--- src/rtl/shift_seq_ctrl.sv ---
// Command sequencer for an 8-bit shift register: load, shift n times, capture Q, return result.
// Latency: RESP entered n+2 edges after accept; backpressure: holds RESP until RES_READY, CMD_READY only in IDLE.
module shift_seq_ctrl #(
    parameter int WIDTH = 8,
    parameter int CNT_W = 4
) (
    input  logic             CLK,
    input  logic             RST_N,
    input  logic             CMD_VALID,
    output logic             CMD_READY,
    input  logic [WIDTH-1:0] CMD_DATA,
    input  logic             CMD_DIR,
    input  logic [CNT_W-1:0] CMD_CNT,
    input  logic [WIDTH-1:0] CMD_SER,
    output logic             SR_LOAD,
    output logic             SR_SHIFT,
    output logic             SR_DIR,
    output logic             SR_SER_IN,
    output logic [WIDTH-1:0] SR_DATA,
    input  logic [WIDTH-1:0] SR_Q,
    output logic             RES_VALID,
    input  logic             RES_READY,
    output logic [WIDTH-1:0] RES_DATA,
    output logic             BUSY
);

    localparam int NW = $clog2(WIDTH + 1);

    typedef enum logic [2:0] {
        S_IDLE,
        S_LOAD,
        S_SHIFT,
        S_CAPT,
        S_RESP
    } state_t;

    state_t           state_q, state_d;
    logic [WIDTH-1:0] data_q, data_d;
    logic             dir_q, dir_d;
    logic [WIDTH-1:0] ser_q, ser_d;
    logic [NW-1:0]    n_q, n_d;
    logic [NW-1:0]    k_q, k_d;
    logic [NW-1:0]    k_inc;
    logic [WIDTH-1:0] ser_sh;

    logic             cmd_ready_q, cmd_ready_d;
    logic             busy_q, busy_d;
    logic             sr_load_q, sr_load_d;
    logic             sr_shift_q, sr_shift_d;
    logic             sr_dir_q, sr_dir_d;
    logic             sr_ser_q, sr_ser_d;
    logic [WIDTH-1:0] sr_data_q, sr_data_d;
    logic             res_valid_q, res_valid_d;
    logic [WIDTH-1:0] res_data_q, res_data_d;

    always_comb begin
        state_d    = state_q;
        data_d     = data_q;
        dir_d      = dir_q;
        ser_d      = ser_q;
        n_d        = n_q;
        k_d        = k_q;
        res_data_d = res_data_q;
        k_inc      = k_q + NW'(1);

        case (state_q)
            S_IDLE: begin
                if (CMD_VALID && cmd_ready_q) begin
                    data_d  = CMD_DATA;
                    dir_d   = CMD_DIR;
                    ser_d   = CMD_SER;
                    n_d     = (int'(CMD_CNT) > WIDTH) ? NW'(WIDTH) : NW'(CMD_CNT);
                    state_d = S_LOAD;
                end
            end
            S_LOAD: begin
                k_d     = '0;
                state_d = (n_q == '0) ? S_CAPT : S_SHIFT;
            end
            S_SHIFT: begin
                k_d = k_inc;
                if (k_inc == n_q) begin
                    state_d = S_CAPT;
                end
            end
            S_CAPT: begin
                res_data_d = SR_Q;
                state_d    = S_RESP;
            end
            S_RESP: begin
                if (res_valid_q && RES_READY) begin
                    state_d = S_IDLE;
                end
            end
            default: state_d = S_IDLE;
        endcase

        // Outputs are decoded from the next state so they are registered yet aligned with the state.
        ser_sh      = ser_d >> k_d;
        sr_load_d   = 1'b0;
        sr_shift_d  = 1'b0;
        sr_dir_d    = 1'b0;
        sr_ser_d    = 1'b0;
        sr_data_d   = '0;
        cmd_ready_d = (state_d == S_IDLE);
        busy_d      = (state_d != S_IDLE);
        res_valid_d = (state_d == S_RESP);

        case (state_d)
            S_LOAD: begin
                sr_load_d = 1'b1;
                sr_data_d = data_d;
            end
            S_SHIFT: begin
                sr_shift_d = 1'b1;
                sr_dir_d   = dir_d;
                sr_ser_d   = ser_sh[0];
            end
            default: ;
        endcase
    end

    always_ff @(posedge CLK or negedge RST_N) begin
        if (!RST_N) begin
            state_q     <= S_IDLE;
            data_q      <= '0;
            dir_q       <= 1'b0;
            ser_q       <= '0;
            n_q         <= '0;
            k_q         <= '0;
            cmd_ready_q <= 1'b1;
            busy_q      <= 1'b0;
            sr_load_q   <= 1'b0;
            sr_shift_q  <= 1'b0;
            sr_dir_q    <= 1'b0;
            sr_ser_q    <= 1'b0;
            sr_data_q   <= '0;
            res_valid_q <= 1'b0;
            res_data_q  <= '0;
        end else begin
            state_q     <= state_d;
            data_q      <= data_d;
            dir_q       <= dir_d;
            ser_q       <= ser_d;
            n_q         <= n_d;
            k_q         <= k_d;
            cmd_ready_q <= cmd_ready_d;
            busy_q      <= busy_d;
            sr_load_q   <= sr_load_d;
            sr_shift_q  <= sr_shift_d;
            sr_dir_q    <= sr_dir_d;
            sr_ser_q    <= sr_ser_d;
            sr_data_q   <= sr_data_d;
            res_valid_q <= res_valid_d;
            res_data_q  <= res_data_d;
        end
    end

    assign CMD_READY = cmd_ready_q;
    assign BUSY      = busy_q;
    assign SR_LOAD   = sr_load_q;
    assign SR_SHIFT  = sr_shift_q;
    assign SR_DIR    = sr_dir_q;
    assign SR_SER_IN = sr_ser_q;
    assign SR_DATA   = sr_data_q;
    assign RES_VALID = res_valid_q;
    assign RES_DATA  = res_data_q;

endmodule
--- config.mk ---
export PLATFORM = sky130hd
export DESIGN_NAME = shift_seq_ctrl
export DESIGN_NICKNAME = d
export VERILOG_FILES = /design/src/rtl/shift_seq_ctrl.sv
export SDC_FILE = /design/constraint.sdc
export NUM_CORES = 1
export LEC_CHECK = 0
export ABC_AREA = 0
export ABC_CLOCK_PERIOD_IN_PS = 5100
export CAP_MARGIN = 40
export CELL_PAD_IN_SITES_DETAIL_PLACEMENT = 0
export CELL_PAD_IN_SITES_GLOBAL_PLACEMENT = 1
export CORE_MARGIN = 2
export CORE_UTILIZATION = 51
export CTS_CLUSTER_DIAMETER = 80
export CTS_CLUSTER_SIZE = 20
export DETAILED_ROUTE_END_ITERATION = 12
export DONT_BUFFER_PORTS = 1
export GPL_ROUTABILITY_DRIVEN = 1
export PLACE_DENSITY_LB_ADDON = 0.1
export REMOVE_ABC_BUFFERS = 1
export SETUP_SLACK_MARGIN = 0.3
export SYNTH_ARGS = -nofsm -noshare
export SYNTH_HDL_FRONTEND = slang
export SYNTH_SLANG_ARGS = --single-unit
--- constraint.sdc ---
create_clock -name CLK -period 5.1 [get_ports CLK]
set_input_delay 0.765 -clock CLK [delete_from_list [all_inputs] [get_ports CLK]]
set_output_delay 0.765 -clock CLK [all_outputs]
set_load 0.1 [all_outputs]
==> results.md <==
* H-tree levels at 2
* Nature of the critical path endpoint: flop
* Worst rel slew slack at 40.33%
* Clock sink count at 43
* Final cycle utilization of the critical path at 52.02%
* Critical Path Fanout Max at 26
* Routed Antenna Nets at 0
* Initial Util at 54.62%
* Aggregate global-route resource usage at 17.15%
* Seq/Total Area, Yosys at 57.75%
* Clock Pin Slew Worst Setup and Hold Paths at 0.12 ns
* Vias/cell at 5.621
* Ant diodes at 0
* Commonest register cell after synthesis: dfrtp_1
* Gate Count Post-Synth at 146
* Max Buffers Root-to-Sink at 2
* CTS Root Cell: clkbuf_4
* RSZ-0062 raised after global routing: no
* # rows at 21
* Vias at 1,096
* First-pass GRT wire length at 5.271 mm
* Place WS at 2.471 ns
* Area growth syn-to-layout at 5.366%
* Yosys warns at 0
* Skew final at 0.007618 ns
* Number of global-route vias before repair at 1,096
* Width of the die at 64.48 µm
* Achievable Freq at 0.3769 GHz
* CTS buffer count at 5
* Min Tclk post-route at 2.653 ns
* Status: finished, final reports clean
* CP required at 5.38 ns
* Clk Latency, worst-skew pair at 0.36 ns
* Synth unique cells at 40
* Worst Setup Start Kind: flop
* Setup violators final at 0
* Final global-route overflow total at 0
* DRC errors left at 0
* WL final at 3.235 mm
* Largest net degree at the start of global routing at 44
* Die area at 0.004158 mm²
* Fill count at 292
* Fin Setup TNS at 0 ns
* Final Max Tran Viols at 0
* Type of the tightest min-delay check: in2async
* Nets at 182
* GPL Wtd Cong at 0.7828
* Initial drt markers at 40
* Initial antenna violation count at 0
* Post_cts resized at 0
* Fin. Hold Viols at 0
* Die Height at 64.48 µm
* Final setup margin at 2.447 ns
* Port Buffers at 0
* Async SR Flop Fraction at 100.0%
* Layout cells sized above 1 at 23.49%
* Syn Std Cell Area at 0.001866 mm²
* #FFs+latches synth at 43
* Syn avg cell area at 12.78 µm²
* CP Class: reg2reg
* Top Ports at 56
* Reg2Reg Setup Slack at 2.45 ns
* Core ar. at 0.003416 mm²
* TritonCTS clock tree: yes
* Wire length per cell at 16.59 µm
* Post-synth EDFFs at 0
* DP Wirelength at 2.311 mm
* RR Endpoint: SR_SER_IN
* Post-CTS setup buffer count at 0
* Worst r2r src: CMD_READY
* CTS Hold Bufs at 0
* Slew @ Worst Pin at 0.8950 ns
* DRT Pass-1 Iters at 6
* Worst Path Arrival at 2.93 ns
* R2R depth at 7
* Max-cap violations at 0
==> flip-flops by register name, summed over array words and instances (netlist names) <==
| signal | cells |
|---|---|
| RES_DATA | 8 |
| SR_DATA | 8 |
| ser_q | 8 |
| k_q | 4 |
| n_q | 4 |
| state_q | 3 |
| BUSY | 1 |
| CMD_READY | 1 |
| RES_VALID | 1 |
| SR_DIR | 1 |
| SR_LOAD | 1 |
| SR_SER_IN | 1 |
| SR_SHIFT | 1 |
| dir_q | 1 |
==> cell families after synthesis <==
| logic type | after synthesis | synth area share, % |
|---|---|---|
| compound gates | 22 | 9.792 |
| xor+xnor | 6 | 2.817 |
| fa+ha+maj | 1 | 0.6706 |
| buf+inv | 15 | 4.024 |
| flops | 43 | 57.75 |
| mux | 18 | 11.27 |
| simple gates | 41 | 13.68 |
==> layout make-up <==
| type | count | area [µm²] | area share (%) |
|---|---|---|---|
| Sequential cell | 43 | 1077 | 54.81 |
| Multi-Input combinational cell | 88 | 713.2 | 36.28 |
| Tap cell | 46 | 57.56 | 2.928 |
| Clock buffer | 5 | 37.54 | 1.910 |
| Timing Repair Buffer | 2 | 35.03 | 1.782 |
| Inverter | 8 | 30.03 | 1.528 |
| Clock inverter | 3 | 15.01 | 0.7638 |
==> worst max-delay path, cell delays in order, from the launching register on <==
cell      delay [ns]
dfstp_2         0.88
nand2_1         0.17
nor4_4          0.15
buf_4           0.32
mux2_4          0.22
o22ai_1         0.08
or4_4           0.51
a211oi_2        0.23
==> synthesized netlist by cell type, types with 3 or more instances <==
| library cell | instances | area share (%) |
|---|---|---|
| a21oi_1 | 4 | 1.1 |
| and2_1 | 8 | 2.7 |
| clkbuf_1 | 4 | 0.80 |
| dfrtp_1 | 42 | 56 |
| inv_1 | 6 | 1.2 |
| mux2_2 | 14 | 8.5 |
| nand2_1 | 7 | 1.4 |
| nand3b_1 | 3 | 1.2 |
| nor2_1 | 3 | 0.60 |
| nor3_1 | 4 | 1.1 |
| o21ai_0 | 7 | 1.9 |
| or3_1 | 3 | 1.0 |
| xnor2_1 | 3 | 1.4 |
| xor2_1 | 3 | 1.4 |
==> per-layer routing <==
layer | wire length [µm] | GRT usage [%]
met5 | 0 | 0
met4 | 70 | 7.979
met3 | 233 | 7.813
met2 | 1511 | 25.39
met1 | 1419 | 21.49
==> metrics by stage <==
stage	instance area, µm²	utilization (%)	cells	hold WS, ns
after floorplan	1821	-	139	0.4553
after global placement	1886	55.20	186	0.4702
after detailed placement	1886	55.20	186	0.4703
after CTS	1938	56.74	194	0.06507
after global routing	1966	57.55	195	0.04467
final	1966	57.55	195	0.08308
==> worst max-delay path by stage <==
stage	startpoint	end	slack (ns)	cells after the start
global route	CMD_READY	SR_SER_IN	2.32	7
detailed placement	CMD_READY	SR_SER_IN	2.47	7
global placement	CMD_READY	SR_SER_IN	2.51	7
floorplan	CMD_READY	SR_SER_IN	2.22	6
CTS	CMD_READY	SR_SER_IN	2.43	7
finish	CMD_READY	SR_SER_IN	2.45	7
==> layout by cell type (no fill, tap or decap), types with 2 or more instances in the layout <==
| cell type | Yosys | layout |
|---|---|---|
| mux2_4 | 2 | 2 |
| a21oi_1 | 4 | 4 |
| and2_1 | 8 | 8 |
| nor3_1 | 4 | 4 |
| xor2_1 | 3 | 3 |
| or3_1 | 3 | 3 |
| nor4_1 | 2 | 2 |
| nor2_1 | 3 | 3 |
| o21ai_0 | 7 | 7 |
| clkinv_2 | 0 | 3 |
| o22ai_1 | 2 | 2 |
| mux2_2 | 14 | 14 |
| nor2b_1 | 2 | 2 |
| inv_2 | 2 | 2 |
| xnor2_1 | 3 | 3 |
| mux2_1 | 2 | 2 |
| dfrtp_1 | 42 | 42 |
| clkbuf_4 | 0 | 5 |
| nand3b_1 | 3 | 3 |
| a221oi_4 | 2 | 2 |
| nand2_1 | 7 | 7 |
| inv_1 | 6 | 6 |
| nor3b_1 | 2 | 2 |
Power is not shown: default switching activity piles up to over one toggle a cycle in this logic, so the estimate is an artifact.
